### config.mk
export PLATFORM = sky130hd
export DESIGN_NAME = idma_axi_write_issuer
export DESIGN_NICKNAME = d
export VERILOG_FILES = /design/src/rtl/idma_axi_write_pkg.sv /design/src/rtl/idma_axi_write_rsp_buf.sv /design/src/rtl/idma_axi_write_issuer.sv
export SDC_FILE = /design/constraint.sdc
export NUM_CORES = 1
export LEC_CHECK = 0
export ABC_AREA = 1
export CORE_AREA = 2 2 124 126
export DETAILED_ROUTE_END_ITERATION = 12
export DIE_AREA = 0 0 126 128
export PLACE_DENSITY_LB_ADDON = 0.2
export SLEW_MARGIN = 20
export SYNTH_ARGS = -nofsm -noshare
export SYNTH_HDL_FRONTEND = slang
export SYNTH_SLANG_ARGS = --single-unit
### constraint.sdc
create_clock -name clk_i -period 5.5 [get_ports clk_i]
set_clock_uncertainty 0.1 [all_clocks]
set_input_delay 0.825 -clock clk_i [delete_from_list [all_inputs] [get_ports clk_i]]
set_output_delay 0.825 -clock clk_i [all_outputs]
set_load 0.01 [all_outputs]
### src/rtl/idma_axi_write_pkg.sv
// idma_axi_write_pkg: shared AXI4 types, FSM state encodings and constants for the write issuer
package idma_axi_write_pkg;
  localparam int unsigned AXI_AW = 32;
  localparam int unsigned AXI_DW = 32;
  localparam int unsigned AXI_IW = 4;
  localparam logic [1:0] AXI_BURST_INCR = 2'b01;
  localparam logic [1:0] RESP_OKAY = 2'b00;
  localparam logic [1:0] ST_IDLE = 2'd0;
  localparam logic [1:0] ST_AW = 2'd1;
  localparam logic [1:0] ST_W = 2'd2;
  function automatic logic [2:0] size_from_width(input int unsigned width);
    return 3'($clog2(width / 8));
  endfunction
  typedef struct packed {
    logic [AXI_IW-1:0] id;
    logic [AXI_AW-1:0] addr;
    logic [7:0] len;
    logic [2:0] size;
    logic [1:0] burst;
    logic lock;
    logic [3:0] cache;
    logic [2:0] prot;
    logic [3:0] qos;
    logic [3:0] region;
  } axi_ax_t;
  typedef struct packed {
    logic [AXI_DW-1:0] data;
    logic [AXI_DW/8-1:0] strb;
    logic last;
  } axi_w_t;
  typedef struct packed {
    logic [AXI_IW-1:0] id;
    logic [1:0] resp;
  } axi_b_t;
  typedef struct packed {
    logic [AXI_IW-1:0] id;
    logic [AXI_DW-1:0] data;
    logic [1:0] resp;
    logic last;
  } axi_r_t;
  typedef struct packed {
    axi_ax_t aw;
    logic aw_valid;
    axi_w_t w;
    logic w_valid;
    logic b_ready;
    axi_ax_t ar;
    logic ar_valid;
    logic r_ready;
  } axi_req_t;
  typedef struct packed {
    logic aw_ready;
    logic ar_ready;
    logic w_ready;
    axi_b_t b;
    logic b_valid;
    axi_r_t r;
    logic r_valid;
  } axi_rsp_t;
endpackage

### src/rtl/idma_axi_write_rsp_buf.sv
// idma_axi_write_rsp_buf: one-entry valid/ready holding register for {id, err} burst responses
module idma_axi_write_rsp_buf #(
  parameter int unsigned IdWidth = 4
) (
  input  logic               clk_i,
  input  logic               rst_ni,
  input  logic               in_valid_i,
  output logic               in_ready_o,
  input  logic [IdWidth-1:0] in_id_i,
  input  logic               in_err_i,
  output logic               out_valid_o,
  input  logic               out_ready_i,
  output logic [IdWidth-1:0] out_id_o,
  output logic               out_err_o
);
  logic valid_q, valid_d, err_q, err_d;
  logic [IdWidth-1:0] id_q, id_d;
  logic in_hs;
  assign in_ready_o = rst_ni && (!valid_q || out_ready_i);
  assign in_hs = in_valid_i && in_ready_o;
  assign valid_d = in_hs || (valid_q && !out_ready_i);
  assign id_d = in_hs ? in_id_i : id_q;
  assign err_d = in_hs ? in_err_i : err_q;
  assign out_valid_o = valid_q;
  assign out_id_o = id_q;
  assign out_err_o = err_q;
  always_ff @(posedge clk_i) begin
    if (!rst_ni) begin
      valid_q <= 1'b0;
      id_q <= '0;
      err_q <= 1'b0;
    end else begin
      valid_q <= valid_d;
      id_q <= id_d;
      err_q <= err_d;
    end
  end
endmodule

### src/rtl/idma_axi_write_issuer.sv
// idma_axi_write_issuer: turns a write command plus beat stream into one AXI4 AW burst,
// len+1 W beats and B tracking with up to MaxOutstanding bursts in flight.
module idma_axi_write_issuer
  import idma_axi_write_pkg::*;
#(
  parameter type         axi_req_t      = idma_axi_write_pkg::axi_req_t,
  parameter type         axi_rsp_t      = idma_axi_write_pkg::axi_rsp_t,
  parameter int unsigned DataWidth      = 32,
  parameter int unsigned AddrWidth      = 32,
  parameter int unsigned AxiIdWidth     = 4,
  parameter int unsigned MaxOutstanding = 4
) (
  input  logic                   clk_i,
  input  logic                   rst_ni,
  input  logic                   cmd_valid_i,
  output logic                   cmd_ready_o,
  input  logic [AddrWidth-1:0]   cmd_addr_i,
  input  logic [7:0]             cmd_len_i,
  input  logic [AxiIdWidth-1:0]  cmd_id_i,
  input  logic                   data_valid_i,
  output logic                   data_ready_o,
  input  logic [DataWidth-1:0]   data_i,
  input  logic [DataWidth/8-1:0] strb_i,
  output axi_req_t               axi_req_o,
  input  axi_rsp_t               axi_rsp_i,
  output logic                   rsp_valid_o,
  input  logic                   rsp_ready_i,
  output logic [AxiIdWidth-1:0]  rsp_id_o,
  output logic                   rsp_err_o,
  output logic                   busy_o
);
  localparam int unsigned OutW = $clog2(MaxOutstanding + 1);
  localparam logic [OutW-1:0] MaxOut = OutW'(MaxOutstanding);
  logic [1:0] state_q, state_d;
  logic [AddrWidth-1:0] addr_q, addr_d;
  logic [7:0] len_q, len_d, beat_q, beat_d;
  logic [AxiIdWidth-1:0] id_q, id_d;
  logic [OutW-1:0] out_q, out_d;
  logic cmd_hs, aw_hs, w_hs, w_last, b_ready, b_hs, unused;
  assign cmd_ready_o = rst_ni && state_q == ST_IDLE && out_q < MaxOut;
  assign cmd_hs = cmd_valid_i && cmd_ready_o;
  assign aw_hs = state_q == ST_AW && axi_rsp_i.aw_ready;
  assign w_last = beat_q == len_q;
  assign w_hs = state_q == ST_W && data_valid_i && axi_rsp_i.w_ready;
  assign b_hs = axi_rsp_i.b_valid && b_ready;
  assign data_ready_o = state_q == ST_W && axi_rsp_i.w_ready;
  assign busy_o = state_q != ST_IDLE || out_q != '0;
  assign unused = ^{axi_rsp_i.ar_ready, axi_rsp_i.r_valid, axi_rsp_i.r};
  assign state_d = cmd_hs ? ST_AW : aw_hs ? ST_W : (w_hs && w_last) ? ST_IDLE : state_q;
  assign addr_d = cmd_hs ? cmd_addr_i : addr_q;
  assign len_d = cmd_hs ? cmd_len_i : len_q;
  assign id_d = cmd_hs ? cmd_id_i : id_q;
  assign beat_d = aw_hs ? 8'd0 : w_hs ? beat_q + 8'd1 : beat_q;
  // a stray B at zero outstanding leaves the counter at zero instead of wrapping
  assign out_d = (aw_hs && !b_hs) ? out_q + 1'b1
               : (b_hs && !aw_hs && out_q != '0) ? out_q - 1'b1 : out_q;
  always_comb begin
    axi_req_o = '0;
    if (state_q == ST_AW) begin
      axi_req_o.aw.id = id_q;
      axi_req_o.aw.addr = addr_q;
      axi_req_o.aw.len = len_q;
      axi_req_o.aw.size = size_from_width(DataWidth);
      axi_req_o.aw.burst = AXI_BURST_INCR;
      axi_req_o.aw_valid = 1'b1;
    end
    axi_req_o.w.data = state_q == ST_W ? data_i : '0;
    axi_req_o.w.strb = state_q == ST_W ? strb_i : '0;
    axi_req_o.w.last = state_q == ST_W && w_last;
    axi_req_o.w_valid = state_q == ST_W && data_valid_i;
    axi_req_o.b_ready = b_ready;
  end
  always_ff @(posedge clk_i) begin
    if (!rst_ni) begin
      state_q <= ST_IDLE;
      addr_q <= '0;
      len_q <= '0;
      id_q <= '0;
      beat_q <= '0;
      out_q <= '0;
    end else begin
      state_q <= state_d;
      addr_q <= addr_d;
      len_q <= len_d;
      id_q <= id_d;
      beat_q <= beat_d;
      out_q <= out_d;
    end
  end
  idma_axi_write_rsp_buf #(.IdWidth(AxiIdWidth)) i_rsp_buf (
    .clk_i       (clk_i),
    .rst_ni      (rst_ni),
    .in_valid_i  (axi_rsp_i.b_valid),
    .in_ready_o  (b_ready),
    .in_id_i     (axi_rsp_i.b.id),
    .in_err_i    (axi_rsp_i.b.resp != RESP_OKAY),
    .out_valid_o (rsp_valid_o),
    .out_ready_i (rsp_ready_i),
    .out_id_o    (rsp_id_o),
    .out_err_o   (rsp_err_o)
  );
  a_b_outstanding: assert property (@(posedge clk_i) disable iff (!rst_ni) b_hs |-> out_q != '0);
  a_addr_aligned: assert property (@(posedge clk_i) disable iff (!rst_ni)
    cmd_hs |-> (32'(cmd_addr_i) & (DataWidth / 8 - 1)) == 32'd0);
  a_no_4k_cross: assert property (@(posedge clk_i) disable iff (!rst_ni)
    cmd_hs |-> {20'd0, cmd_addr_i[11:0]} + ({24'd0, cmd_len_i} + 32'd1) * (DataWidth / 8) <= 32'd4096);
endmodule

==> results_dict.tcl, run 1 <==
set metrics [dict create \
    tightestPinTransition_ns 0.5604 \
    dr.first_iter.drc_count 131 \
    setup-violations-final 0 \
    min_period_over_period 0.7089 \
    detail_route.wl_per_cell_um 12.08 \
    yosysWarnings 0 \
    synth-seq-area-share 0.3227 \
    arrival_ns 2.97 \
    finalHoldViolCount 0 \
    intPower_mw 1.041 \
    fill_cells 1640 \
    seqCellArea_mm2 0.001261 \
    tns_ns 0 \
    ioPinCount 316 \
    place_inst 940 \
    max-slew-margin-rel 0.6264 \
    syn-cell-area_mm2 0.003909 \
    dieHeight_um 128 \
    netSwitchingFraction 0.2866 \
    end_kind "output pin" \
    ir_drop_mv 0.1550 \
    finalCriticalPeriod_ns 3.899 \
    cp_max_fo 46 \
    grt-ovfl-total 0 \
    power.switching_mw 0.4183 \
    critPathLaunchType "primary input" \
    worstSkewPairLatency_ns 0.32 \
    hp-class "flop to flop" \
    powerDensity_mw_per_mm2 249.2 \
    drtPass1Iterations 6 \
    slew_violations 0 \
    postCtsHoldBufs 0 \
    ys_types 30 \
    rows 45 \
    grt_pass1_vias 3416 \
    core_mm2 0.01486 \
    leakage_nw 2.453 \
    p_seq_frac 0.353 \
    worstPathRequired_ns 4.58 \
    place.gp.congestion 0.7536 \
    start_util 0.2630 \
    critPathMostFrequentCell "clkdlybuf4s50_1" \
    status "finished clean" \
    yosys-top-cells-area "dfxtp_1 32%, buf_4 17%, inv_1 9.4%, nor2_1 9.2%, nand2_1 7.5%" \
    finalPower_mw 1.460 \
    grt_max_degree 49 \
    comb_power_share 0.246 \
    wl_um 11550 \
    timing.hold.ws_ns 0.3592 \
    grt_pass1_wl_um 17750 \
    synth_cells 590 \
    cts_buffers 9 \
    syn-mean-instance-area_um2 6.625 \
    crit_type "primary input to output pin" \
    cts_num_sinks 63 \
    clockBufferDepth 2 \
    final_cells 956 \
    grt_util_all_layers 0.1392 \
    cts_setup_buffers 0 \
    port_buffers 188 \
    root_buffer "clkbuf_16" \
    ant_nets 0 \
    cts-htree-levels 3 \
    stdcell_area_mm2 0.005857 \
    yosys.area.top_type "dfxtp_1" \
    clk_pin_slew_worst_paths_ns 0.05 \
    p_clk_frac 0.401 \
    nNetsFinal 900 \
    netlist.area_leader.share 0.3227 \
    cp_top_family "buffers and inverters" \
    vias 3798 \
    tritoncts "built" \
    diodes 0 \
    cts-resized-gates 0 \
    place_area_mm2 0.005547 \
    antenna_found_initial 0 \
    area_delta_synth_final_pct 49.84 \
    drc 0 \
    maxCapViolations 0 \
    dp_hpwl_um 8449 \
    max_freq_mhz 256.5 \
    critPathBufInv 4 \
    synth.ff_latch_count 63 \
    drive_gt1_frac 0.03646 \
    dieArea_mm2 0.01613 \
    worst_path_max_delay_cell "clkdlybuf4s50_1" \
    cp_cell_sequence "clkdlybuf4s50_1 > inv_1 > nor4_4 > buf_4 > clkdlybuf4s50_1" \
    viasPerCell 3.973 \
    worst_path_largest_cell_delay_ns 0.73 \
    multiInputGateArea_mm2 0.001764 \
    die_w_um 126 \
    rsz0062_at_grt "no" \
]
## cell usage after synthesis
cell      count
nand4_2       1
or3_1         1
nand2_2       1
ha_1          1
nand2_4       1
o21ai_2       1
nand3_1      51
nand2_1      78
a21oi_2       1
nand4_1       2
fa_1          1
nor3_1        5
buf_2         1
nor2_1       96
nor4_4        1
inv_1        98
xnor2_1       6
xor2_1        2
or3_2         1
conb_1        1
nor4_1        2
o21ai_0       5
buf_1         1
buf_6         8
o21bai_1      1
clkinv_1      1
a21oi_1      53
dfxtp_1      63
clkbuf_1     17
buf_4        89
## path summary, 6_finish.rpt
check	startpoint	end	slack, ns	cells past startpoint
worst min-delay path	addr_q[8]	addr_q[8]	0.36	2
worst min register to register	addr_q[8]	addr_q[8]	0.36	2
worst max-delay path	rst_ni	cmd_ready_o	1.60	5
worst max register to register	state_q[0]	out_q[2]	3.20	10
## worst reg2reg max path: cells and delay by family (launching register included)
| kind | cells | cell delay, ns |
|---|---|---|
| DFF | 1 | 0.40 |
| adders and majority gates | 1 | 0.41 |
| AOI/OAI and AO/OA | 1 | 0.27 |
| and+or+nand+nor | 6 | 0.83 |
| buffers and inverters | 2 | 0.18 |
## cell families after synthesis
kind of cell / synth area share
xor+xnor: 0.01793
buf+inv: 0.3076
compound gates: 0.08067
simple gates: 0.2618
fa+ha+maj: 0.008322
flops: 0.3227
other cells: 0.0009594
## routing by layer
layer,vias up,GRT usage,part of all wire
met5,-,0,0
met4,0,0.03878,0.0092
met3,7,0.05551,0.097
met2,164,0.2505,0.51
met1,1667,0.1517,0.39
li1,1960,-,-
## cells in the final DEF (no fill, tap or decap), drive strengths merged, types with 2 or more instances in the layout
| master | count |
|---|---|
| clkinv | 3 |
| xnor2 | 6 |
| nand4 | 3 |
| buf | 6 |
| inv | 98 |
| nor3 | 5 |
| a21oi | 54 |
| dfxtp | 63 |
| clkdlybuf4s50 | 187 |
| o21ai | 6 |
| nand2 | 80 |
| xor2 | 2 |
| nor4 | 3 |
| nor2 | 96 |
| conb | 86 |
| clkbuf | 13 |
| or3 | 2 |
| nand3 | 51 |
## state kept, by name, summed over array words and instances (netlist names)
signal                 flops
addr_q                    32
beat_q                     8
i_rsp_buf.out_err_o        1
i_rsp_buf.out_id_o         4
i_rsp_buf.out_valid_o      1
id_q                       4
len_q                      8
out_q                      3
state_q                    2
## through the flow
step	utilization	setup WS [ns]
6_report	0.3940	1.601
5_1_grt	0.3940	1.463
3_3_place_gp	0.3731	1.570
2_1_floorplan	-	3.022
3_5_place_dp	0.3731	1.584
4_1_cts	0.3940	1.580
## layout make-up
cell class,count,share of cell area
clock buffer,13,0.04614
clock inverter,3,0.006836
inverter,99,0.06345
multi-input combinational,397,0.3012
sequential,63,0.2153
tap,188,0.04016
timing repair buffer,193,0.3269
## power by group through the flow
| stage | sequential (mW) | clock, mW | combinational (mW) |
|---|---|---|---|
| 2_1_floorplan | 0.521 | 0 | 0.263 |
| 3_3_place_gp | 0.525 | 0 | 0.363 |
| 3_5_place_dp | 0.525 | 0 | 0.364 |
| 4_1_cts | 0.515 | 0.605 | 0.366 |
| 5_1_grt | 0.519 | 0.624 | 0.404 |
| 6_report | 0.515 | 0.585 | 0.360 |
No activity file was read; power rests on OpenSTA's default activity.
==> inputs of run 2 (changes only) <==
CORE_AREA = 2 2 122 124   (was 2 2 124 126)
DIE_AREA = 0 0 124 126   (was 0 0 126 128)
clock period = 3.9 ns   (was 5.5 ns; I/O delays follow)
==> run 2 against run 1 <==
  * Setup slack got worse by 0.81 ns
  * Via count rose by 2.6%
  * Clock power rose by 35%
  * Non-clock buffer count did not move
  * Combinational power rose by 41%
  * Clock-buffer cell count did not move
  * Hold slack improved by 0.00053 ns
  * Final cell count fell by 0.42%
  * Design area fell by 0.38%
  * Flip-flop and latch count did not move
  * Critical path depth rose by 1
  * Register-to-register slack got worse by 1.6 ns
  * Largest cell class unchanged
  * Largest power group unchanged
==> results_dict.tcl, run 2 (same netlist as run 1, synthesis figures left out) <==
set metrics [dict create \
    worst_path_largest_cell_delay_ns 0.57 \
    arrival_ns 2.43 \
    critPathBufInv 4 \
    area_delta_synth_final_pct 49.26 \
    port_buffers 188 \
    ant_nets 0 \
    intPower_mw 1.435 \
    holdPathStages 2 \
    worst_path_max_delay_cell "clkdlybuf4s50_1" \
    worstPathRequired_ns 3.21 \
    netSwitchingFraction 0.2901 \
    root_buffer "clkbuf_16" \
    wl_um 11410 \
    cts_setup_buffers 0 \
    vias 3898 \
    place_inst 936 \
    ir_drop_mv 0.1832 \
    tritoncts "built" \
    crit_cells 6 \
    stdcell_area_mm2 0.005834 \
    grt_max_degree 48 \
    viasPerCell 4.095 \
    grt_pass1_wl_um 17310 \
    comb_power_share 0.250 \
    rows 44 \
    grt_util_all_layers 0.1417 \
    detail_route.wl_per_cell_um 11.99 \
    leakage_nw 2.437 \
    tns_ns 0 \
    cts_num_sinks 63 \
    place.gp.congestion 0.7418 \
    power.switching_mw 0.5862 \
    top_regs "addr_q x32, beat_q x8, len_q x8" \
    place_area_mm2 0.005542 \
    final_util 0.4076 \
    rrSetupSlack_ns 1.64 \
    nNetsFinal 900 \
    timing.final.ws_setup_ns 0.7881 \
    dr.first_iter.drc_count 116 \
    clk_pin_slew_worst_paths_ns 0.05 \
    gr-usage-met2 0.2515 \
    mostFrequentLayoutCells "187 x clkdlybuf4s50_1, 98 x inv_1, 96 x nor2_1" \
    max_freq_mhz 321.3 \
    core_mm2 0.01431 \
    powerDensity_mw_per_mm2 346.4 \
    die_w_um 124 \
    ioPinCount 316 \
    postCtsHoldBufs 0 \
    drive_gt1_frac 0.03385 \
    dp_hpwl_um 8663 \
    crit_type "flop to output pin" \
    top_register "addr_q" \
    slew_violations 0 \
    p_seq_frac 0.360 \
    clockBufferDepth 2 \
    diodes 0 \
    finalHoldViolCount 0 \
    max-slew-margin-rel 0.6494 \
    met3_usage 0.04846 \
    critPathLaunchType "flop" \
    p_clk_frac 0.390 \
    status "finished clean" \
    grt_use_met1 0.1552 \
    dieArea_mm2 0.01562 \
    dpl_worst_slack_ns 0.7719 \
    drtPass1Iterations 4 \
    cts-htree-levels 3 \
    cts_buffers 9 \
    final_common_cell "clkdlybuf4s50_1" \
    r2r_cells 10 \
    final_cells 952 \
    grt-ovfl-total 0 \
    end_kind "output pin" \
    cp_cell_sequence "inv_1 > nor2_1 > clkinv_1 > buf_4 > nor2_1 > clkdlybuf4s50_1" \
    worstSkewPairLatency_ns 0.33 \
    start_util 0.2731 \
    top_usage_layer "met2" \
    setup-violations-final 0 \
    maxCapViolations 0 \
    largest_register_ffs 32 \
    antenna_found_initial 0 \
    min_period_over_period 0.7979 \
    cp_max_fo 44 \
    tightestPinTransition_ns 0.5260 \
    drc 0 \
    rsz0062_at_grt "no" \
    finalCriticalPeriod_ns 3.112 \
    critPathMostFrequentCell "nor2_1" \
    cts-resized-gates 0 \
    cp_top_family "buffers and inverters" \
    hp-class "flop to flop" \
    fill_cells 1483 \
    grt_pass1_vias 3559 \
    dieHeight_um 126 \
]
-- run 2: changes by cell type in the layout (fill, tap and decap cells not counted) --
| cell | before | now |
|---|---|---|
| clkbuf_1 | 1 | 3 |
| clkbuf_8 | 3 | 1 |
| clkinv_2 | 2 | 1 |
| clkinvlp_4 | 0 | 1 |
-- run 2: worst register-to-register path, cell delays in order (launching register included) --
cell and delay (ns):
dfxtp_1 0.40, inv_1 0.11, nor2_1 0.37, nand2_2 0.16, inv_1 0.09, nand2_1 0.10
fa_1 0.41, o21ai_0 0.24, nand2_1 0.08, nand2_1 0.06, nor2_1 0.05
-- run 2: final timing paths --
| kind | start | to |
|---|---|---|
| setup / recovery | state_q[0] | axi_req_o[135] |
| hold / removal | addr_q[19] | addr_q[19] |
| setup reg to reg | state_q[0] | out_q[2] |
| hold reg to reg | addr_q[19] | addr_q[19] |
-- run 2: power by group through the flow --
stage | sequential, mW | clock (mW) | combinational [mW]
after floorplan | 0.735 | 0 | 0.371
after global placement | 0.739 | 0 | 0.508
after detailed placement | 0.741 | 0 | 0.512
after CTS | 0.728 | 0.808 | 0.514
after global routing | 0.733 | 0.835 | 0.569
final | 0.727 | 0.788 | 0.506
-- run 2: final cells by class --
type | instances | area [um^2] | share of cell area
repair buffers | 193 | 1914 | 0.3281
multi-input cells | 397 | 1764 | 0.3024
flip-flops and latches | 63 | 1261 | 0.2162
inverters | 99 | 371.6 | 0.06369
clock buffers | 13 | 250.2 | 0.04289
well taps | 184 | 230.2 | 0.03946
clock inverters | 3 | 42.54 | 0.007291
-- run 2: routing by layer --
layer  routed length [um]  vias up  part of all wire
met5                    0        -                 0
met2                 5763      180              0.50
li1                     -     1962                 -
met1                 4447     1742              0.39
met3                 1030       14             0.090
met4                  172        0             0.015
-- run 2: stage by stage --
step | power, mW | hold slack [ns]
global route | 2.137 | 0.3728
detailed placement | 1.252 | 0.3526
global placement | 1.247 | 0.3477
floorplan | 1.107 | 0.3390
finish | 2.021 | 0.3597
CTS | 2.049 | 0.3609
==> inputs of run 3 (changes only) <==
CORE_AREA = 2 2 121 123   (was 2 2 122 124)
DIE_AREA = 0 0 123 125   (was 0 0 124 126)
clock period = 2.8 ns   (was 3.9 ns; I/O delays follow)
==> run 3 against run 2 <==
  * Via count is 0.15% lower
  * Design area is 0.39% higher
  * Routed wire length hardly changed
  * Hold slack hardly changed
  * Non-clock buffer count is 3 higher
  * Die area is 1.6% lower
  * Clock-buffer cell count stayed put
  * Setup slack worse by 0.65 ns
  * Sequential share of layout area is 0.083 points lower
  * Combinational power is 41% higher
  * Sequential power is 39% higher
  * Register-to-register slack worse by 0.93 ns
  * Highest routed layer unchanged
==> results_dict.tcl, run 3 (same netlist as run 1, synthesis figures left out) <==
set metrics [dict create \
    core_mm2 0.01420 \
    arrival_ns 2.14 \
    slew_violations 0 \
    top_regs "addr_q x32, beat_q x8, len_q x8" \
    tightestPinTransition_ns 0.5252 \
    tritoncts "built" \
    critPathLaunchType "flop" \
    top_usage_layer "met2" \
    status "finished clean" \
    vias 3892 \
    worst_path_max_delay_cell "clkdlybuf4s50_1" \
    maxCapViolations 0 \
    netSwitchingFraction 0.2886 \
    power.switching_mw 0.8127 \
    rsz0062_at_grt "no" \
    finalHoldViolCount 0 \
    rows 44 \
    grt_pass1_vias 3622 \
    dr.first_iter.drc_count 110 \
    die_w_um 123 \
    crit_type "flop to output pin" \
    setup-violations-final 0 \
    finalCriticalPeriod_ns 2.662 \
    grt_util_all_layers 0.1419 \
    gr-usage-met2 0.2551 \
    port_buffers 188 \
    postCtsHoldBufs 0 \
    nNetsFinal 903 \
    ir_drop_mv 0.3025 \
    dieHeight_um 125 \
    critPathMostFrequentCell "nor2_1" \
    seqCellArea_mm2 0.001261 \
    multiInputGateArea_mm2 0.001764 \
    leakage_nw 2.452 \
    min_from "addr_q[3]" \
    p_clk_frac 0.388 \
    p_seq_frac 0.360 \
    hp-class "flop to flop" \
    drive_gt1_frac 0.03761 \
    area_delta_synth_final_pct 49.84 \
    r2r-start "state_q[0]" \
    top_register "addr_q" \
    antenna_found_initial 0 \
    startpoint "state_q[0]" \
    final_common_cell "clkdlybuf4s50_1" \
    max-slew-margin-rel 0.6499 \
    cts-htree-levels 3 \
    detail_route.wl_per_cell_um 11.95 \
    finalPower_mw 2.816 \
    viasPerCell 4.075 \
    drtPass1Iterations 4 \
    largest_register_ffs 32 \
    grt_max_degree 47 \
    powerDensity_mw_per_mm2 480.8 \
    end_kind "output pin" \
    drc 0 \
    max_freq_mhz 375.6 \
    final_util 0.4124 \
    cts_num_sinks 63 \
    clk_pin_slew_worst_paths_ns 0.05 \
    cts_setup_buffers 0 \
    cp_cell_sequence "inv_1 > nor2_1 > clkinv_1 > buf_4 > nor2_1 > clkdlybuf4s50_1" \
    grt_use_met1 0.1547 \
    grt_pass1_wl_um 17260 \
    comb_power_share 0.252 \
    intPower_mw 2.003 \
    cts-resized-gates 0 \
    worstSkewPairLatency_ns 0.32 \
    cp_max_fo 44 \
    tns_ns 0 \
    place.gp.congestion 0.7660 \
    mostFrequentLayoutCells "187 x clkdlybuf4s50_1, 98 x inv_1, 96 x nor2_1" \
    wl_um 11410 \
    worstPathRequired_ns 2.28 \
    root_buffer "clkbuf_16" \
    met3_usage 0.04745 \
    dp_hpwl_um 8656 \
    ant_nets 0 \
    worst_path_largest_cell_delay_ns 0.57 \
    diodes 0 \
    ioPinCount 316 \
    dieArea_mm2 0.01538 \
    start_util 0.2752 \
    fill_cells 1495 \
    grt-ovfl-total 0 \
    min_period_over_period 0.9507 \
    cts_buffers 9 \
    clockBufferDepth 2 \
]
==> run 3: changes by cell type in the layout (fill, tap and decap cells not counted), sizes merged <==
cell / change
buf: +3
==> run 3: path summary, 6_finish.rpt <==
kind | endpoint | slack, ns | cells after the start
max reg2reg | out_q[2] | 0.71 | 11
max | axi_req_o[128] | 0.14 | 6
min reg2reg | addr_q[3] | 0.36 | 2
min | addr_q[3] | 0.36 | 2
==> run 3: per-layer routing <==
layer	share of wire	routed length, um	vias up
met1	0.39	4425	1745
met2	0.51	5845	175
li1	-	-	1961
met3	0.083	951	11
met5	0	0	-
met4	0.017	189	0
==> run 3: area by class of cell <==
| type | count | share of cell area |
|---|---|---|
| sequential | 63 | 0.2153 |
| clock buffer | 13 | 0.04273 |
| clock inverter | 3 | 0.007263 |
| multi-input combinational | 397 | 0.3012 |
| timing repair buffer | 196 | 0.3307 |
| tap | 184 | 0.03931 |
| inverter | 99 | 0.06345 |
==> run 3: power groups by stage <==
stage	clock network [mW]	registers, mW	logic, mW
6_report	1.09	1.01	0.711
5_1_grt	1.17	1.02	0.796
4_1_cts	1.12	1.01	0.721
3_5_place_dp	0	1.03	0.717
3_3_place_gp	0	1.03	0.712
2_1_floorplan	0	1.02	0.517
==> run 3: metrics by stage <==
stage	hold slack, ns	area, um^2	std cells	setup slack (ns)
2_1_floorplan	0.3390	4228	675	0.7587
3_3_place_gp	0.3485	5564	939	0.2153
4_1_cts	0.3627	5857	955	0.09971
6_report	0.3598	5857	955	0.1379
3_5_place_dp	0.3539	5564	939	0.1813
5_1_grt	0.3734	5857	955	0.006002
==> run 3: worst max-delay path, delay by kind of cell (launching register included) <==
kind          cells  cell delay, ns
buf+inv           4            1.04
flops             1            0.41
simple gates      2            0.38
